<file path="src/rtl/resync_pkg.sv">
`default_nettype none
// ============================================================================
// Module      : resync_pkg
// Description : Shared defaults and helpers for the resync_unit block.
// Revision    : 1.0 - initial release
// ============================================================================
package resync_pkg;

  // Default synchronizer depth and minimum reset-low stretch.
  localparam int RESYNC_STAGES  = 2;
  localparam int RESYNC_MIN_LOW = 4;

  // The stretch counter must hold MIN_LOW. It is kept at least one bit wide
  // so that MIN_LOW = 0 still yields a legal vector.
  function automatic int cnt_width(input int min_low);
    int w;
    w = $clog2(min_low + 1);
    return (w < 1) ? 1 : w;
  endfunction

endpackage : resync_pkg
`default_nettype wire

</file>
<file path="src/rtl/sync_chain.sv">
`default_nettype none
// ============================================================================
// Module      : sync_chain
// Description : Multi-flop synchronizer shift chain with synchronous reset
//               and synchronous clear. q is the last flop of the chain.
// Revision    : 1.0 - initial release
// ============================================================================
module sync_chain #(
  parameter int STAGES = 2,
  parameter int WIDTH  = 1
) (
  input  logic             clk,
  input  logic             rst,
  input  logic             clr,
  input  logic [WIDTH-1:0] d,
  output logic [WIDTH-1:0] q
);

  logic [WIDTH-1:0] stage [STAGES];

  // Shift the raw input through the chain; reset and clear both empty it.
  always_ff @(posedge clk) begin
    if (rst || clr) begin
      for (int k = 0; k < STAGES; k++) begin
        stage[k] <= '0;
      end
    end else begin
      stage[0] <= d;
      for (int k = 1; k < STAGES; k++) begin
        stage[k] <= stage[k-1];
      end
    end
  end

  assign q = stage[STAGES-1];

endmodule : sync_chain
`default_nettype wire

</file>
<file path="src/rtl/resync_unit.sv">
`default_nettype none
// ============================================================================
// Module      : resync_unit
// Description : Clock-domain entry for the ADC front end. Synchronizes and
//               stretches an active-low reset request, synchronizes data
//               lines (held cleared during reset) and flags per-bit edges.
// Revision    : 1.0 - initial release
// ============================================================================
module resync_unit
  import resync_pkg::*;
#(
  parameter int STAGES  = RESYNC_STAGES,
  parameter int WIDTH   = 1,
  parameter int MIN_LOW = RESYNC_MIN_LOW
) (
  input  logic             clk,
  input  logic             rst,
  input  logic             rstn_i,
  input  logic [WIDTH-1:0] data_i,
  output logic             rstn_o,
  output logic [WIDTH-1:0] data_o,
  output logic [WIDTH-1:0] rise_o,
  output logic [WIDTH-1:0] fall_o
);

  localparam int            CW       = cnt_width(MIN_LOW);
  localparam logic [CW-1:0] CNT_LOAD = CW'(MIN_LOW);
  localparam logic [CW-1:0] CNT_ONE  = CW'(1);

  logic             rst_req_sync;  // synchronized reset request, active low
  logic [CW-1:0]    cnt;           // remaining stretch cycles
  logic [WIDTH-1:0] dq;            // previous data_o for edge detection
  logic             data_clr;

  // Reset request chain; only the block reset empties it.
  sync_chain #(
    .STAGES (STAGES),
    .WIDTH  (1)
  ) u_rst_chain (
    .clk (clk),
    .rst (rst),
    .clr (1'b0),
    .d   (rstn_i),
    .q   (rst_req_sync)
  );

  // Data lines are flushed for every cycle the stretched reset is asserted,
  // so downstream never sees stale data on release.
  assign data_clr = ~rstn_o;

  sync_chain #(
    .STAGES (STAGES),
    .WIDTH  (WIDTH)
  ) u_data_chain (
    .clk (clk),
    .rst (rst),
    .clr (data_clr),
    .d   (data_i),
    .q   (data_o)
  );

  // Stretch the synchronized request: any sampled low reloads the counter,
  // and rstn_o releases only once the counter has drained to zero.
  always_ff @(posedge clk) begin
    if (rst) begin
      cnt    <= CNT_LOAD;
      rstn_o <= 1'b0;
    end else if (!rst_req_sync) begin
      cnt    <= CNT_LOAD;
      rstn_o <= 1'b0;
    end else if (cnt != '0) begin
      cnt    <= cnt - CNT_ONE;
      rstn_o <= 1'b0;
    end else begin
      rstn_o <= 1'b1;
    end
  end

  // Remember the previous synchronized data for edge detection.
  always_ff @(posedge clk) begin
    if (rst || !rstn_o) begin
      dq <= '0;
    end else begin
      dq <= data_o;
    end
  end

  // Edge pulses derive only from registered state, so no input reaches
  // an output combinationally.
  assign rise_o = data_o & ~dq & {WIDTH{rstn_o}};
  assign fall_o = ~data_o & dq & {WIDTH{rstn_o}};

endmodule : resync_unit
`default_nettype wire

</file>
<file path="config.mk">
export PLATFORM = sky130hd
export DESIGN_NAME = resync_unit
export DESIGN_NICKNAME = d
export VERILOG_FILES = /design/src/rtl/resync_pkg.sv /design/src/rtl/sync_chain.sv /design/src/rtl/resync_unit.sv
export SDC_FILE = /design/constraint.sdc
export NUM_CORES = 1
export LEC_CHECK = 0
export CAP_MARGIN = 10
export CORE_AREA = 2 2 39 41
export CTS_CLUSTER_DIAMETER = 30
export CTS_CLUSTER_SIZE = 30
export DETAILED_ROUTE_END_ITERATION = 7
export DIE_AREA = 0 0 41 43
export GPL_ROUTABILITY_DRIVEN = 0
export GPL_TIMING_DRIVEN = 0
export SYNTH_ARGS = -nofsm -noshare
export SYNTH_HDL_FRONTEND = slang
export SYNTH_HIERARCHICAL = 1
export SYNTH_SLANG_ARGS = --single-unit
</file>
<file path="constraint.sdc">
create_clock -name clk -period 1.8 [get_ports clk]
set_input_delay 0.54 -clock clk [delete_from_list [all_inputs] [get_ports clk]]
set_output_delay 0.54 -clock clk [all_outputs]
set_load 0.005 [all_outputs]
</file>
==> implementation parameters, run 1 <==
Parameter                              Value

Setup path
  Critical path endpoint category ... output port
  Family with the most delay on the worst path ... buffers and inverters
  Element type at the critical path start ... flop
  Timing startpoint of the critical path ... rstn_o
  Type of the setup path with the least slack ... reg2out
  Critical Path Fanout Max ... 4
  Buffering stage count on the worst path with inverters included ... 1
  Longest individual stage delay on the worst path ... 0.50 ns
  Required time of the critical path ... 1.26 ns
  Cells traversed along the worst timing path ... clkdlybuf4s50_1
  Reg2Reg Launch Point ... cnt[0]
  CP arrival ... about 1.1 ns
  Critical Path Slowest Stage Cell ... clkdlybuf4s50_1

Run status
  Status ... finished, final reports clean

Clocking
  Clock-pin slew of the registers on the worst-case setup and hold paths ... 0.06 ns
  Clk sink count ... 9
  Postcts setup bufs ... 0
  # H-tree levels ... 1
  Buffer type at the clock tree root ... clkbuf_4
  Resized Gates After CTS ... 3
  Number of buffers created by CTS ... 3
  Clock Latency Late Sink ... between 0.2 and 0.3 ns
  Hold buffer count at cts ... 0
  Buffer depth of the longest clock path ... 2
  Clock tree from TritonCTS ... built

Global route
  Initial antenna violation count ... 0
  GRT overflow ... 0
  Vias in the first global route ... around 230
  Maximum number of pins on one net before global-route repair ... 7
  First-pass GRT wire length ... approximately 830 um
  Total routing resource utilization after global routing ... 0.0768

Synth
  Library cell occupying the most area in the post-synthesis netlist ... dfxtp_1
  Main flop type after synthesis ... dfxtp_1
  Number of flip-flops and latches in the synthesized netlist ... 9
  Cell types occupying the most area after synthesis ... dfxtp_1, nor3b_1, ha_1
  Most frequent cell after synthesis ... dfxtp_1
  Netlist Area Pre-Place ... 325 um2
  Syn Inst Count ... 34
  Area share of the largest cell type after synthesis ... 0.554
  Fraction of registers with async set or reset after synthesis ... 0
  Sequential fraction of the synthesis area ... 0.554
  Number of warnings printed during yosys synthesis ... 6
  Count of different cell masters after synthesis ... 12
  Post-synth top cells ... dfxtp_1, nor2_1, inv_1, nor3b_1
  Avg Synthesized Cell Area ... 9.57 um2
  Number of enable flip-flop cells after synthesis ... 0

Routing
  DRC ... 0
  Uppermost layer routed ... met4
  Routed wire length on met2 ... 220 um
  Met3 layer wire length in the routed design ... 29 um
  Routed via count divided by cell count ... 3.89
  Wl on met1 ... 195 um
  1st-iter DRT viols ... 0
  Overall via count from detail_route ... approximately 240
  Detail Route Antenna Nets ... 0
  Routed WL per cell ... about 7.4 um
  Total Wirelength ... 459 um
  Detailed-routing iteration count for the pre-antenna-repair pass ... 1

Timing
  Final cycle utilization of the critical path ... 0.908
  Final critical path time including I/O delays and setup ... 1.63 ns
  Final Slew Violations ... 0
  Count of endpoints failing setup in the final report ... 0
  Timing-limited maximum frequency ... 612 MHz
  Final Hold Viols ... 0
  Smallest setup slack after layout ... 0.166 ns
  Sum of negative setup slack ... 0 ns
  Final setup skew ... approximately 0.0016 ns
  Setup repair after global routing missed its margin ... false

Min path
  Path class of the lowest-slack min-delay path ... reg2reg
  Hold Startpoint ... u_data_chain/stage[0][0]

Floorplanning
  Area inside the core boundary ... ~1400 um2
  Die Span X ... 41 um
  Die boundary height ... 43 um
  Die area ... 1760 um2
  Std cell rows ... 14
  I/O pin cnt ... 8
  Effective utilization at floorplan ... 0.235

Finish
  Diodes inserted ... 0
  End-of-flow core utilization ... 0.325
  Synth-to-layout area growth ... 38.1%
  Layout cells sized above 1 ... 0.109
  Net total in the final layout ... between 50 and 60
  Post-route standard cell area excluding fillers ... 449 um2

Place
  Count of input and output buffers ... 7
  Worst slack, placed ... 0.168 ns
  Instance area at placement ... 419 um2
  Final HPWL from detailed placement ... 340 um

Power and ir drop
  IR Drop Worst-Case VDD ... 299 uV
  Leakage power of the design ... 0.000200 uW
  Total power density per cell area ... 814 nW/um2

Job
  MaxCap Viol Count ... 0
-- power by group --
part	internal, uW	switching [uW]	leakage (uW)
logic	8.43	4.57	0.000112
registers	201	0.598	0.0000738
clock network	85.1	65.9	0.0000150
total	295	71.0	0.000200
-- cells in the final DEF, fill, tap and decap left out --
cell type        netlist  layout
nor3b_1                4       4
dfxtp_1                9       7
clkdlybuf4s50_1        0       5
a21oi_1                1       1
dlymetal6s2s_1         0       1
nor2_1                 6       6
a211oi_1               1       1
clkbuf_4               0       3
o31ai_1                1       1
inv_1                  4       4
conb_1                 1       2
xnor2_1                1       1
ha_1                   2       2
nand2_1                2       2
clkbuf_1               0       1
dlygate4sd2_1          0       1
dfxtp_2                0       2
nand2b_1               2       2
-- flip-flops by register name, summed over array words and instances, names as in the netlist --
register,flops
cnt,3
u_data_chain/stage,2
u_rst_chain/stage,2
dq,1
rstn_o,1
-- final timing paths --
path,to,slack [ns],cells past startpoint
setup / recovery,rstn_o,0.17,1
hold / removal,u_data_chain/stage[0][1],0.45,1
setup reg to reg,cnt[1],0.67,5
hold reg to reg,u_data_chain/stage[0][1],0.45,1
-- cell type report --
cell class              instances  area, um2
well taps                      16       20.0
clock buffers                   4       26.3
inverters                       4       15.0
fillers                       140        935
flip-flops and latches          9        183
repair buffers                  7       71.3
multi-input cells              22        134
-- stage by stage --
stage	cells	hold slack, ns	power [uW]
2_1_floorplan	35	0.431	211
3_3_place_gp	58	0.444	219
3_5_place_dp	58	0.451	219
4_1_cts	62	0.452	378
5_1_grt	62	0.463	386
6_report	62	0.448	366
-- routing by layer --
| layer | vias up | global-route usage |
|---|---|---|
| li1 | 130 | - |
| met1 | 101 | 0.0820 |
| met2 | 8 | 0.0938 |
| met3 | 2 | 0.0157 |
| met4 | 0 | 0.120 |
| met5 | - | 0 |
-- logic make-up (layout without fill, tap and decap cells) --
group,Yosys count,after routing,share of synthesized area
compound gates,3,3,0.0615
xor+xnor,1,1,0.0269
flops,9,9,0.554
buf+inv,4,15,0.0461
other cells,1,2,0.0115
fa+ha+maj,2,2,0.0769
simple gates,14,14,0.223
Note: power is estimated with default switching activity, not from simulation.
==> run 2: changes to the inputs <==
--- a/config.mk
+++ b/config.mk
@@ -13,6 +13,7 @@
 export DIE_AREA = 0 0 41 43
 export GPL_ROUTABILITY_DRIVEN = 0
 export GPL_TIMING_DRIVEN = 0
+export SLEW_MARGIN = 20
 export SYNTH_ARGS = -nofsm -noshare
 export SYNTH_HDL_FRONTEND = slang
 export SYNTH_HIERARCHICAL = 1
==> results of run 2 <==
No change in the layout: final DEF, timing and power equal those of run 1.
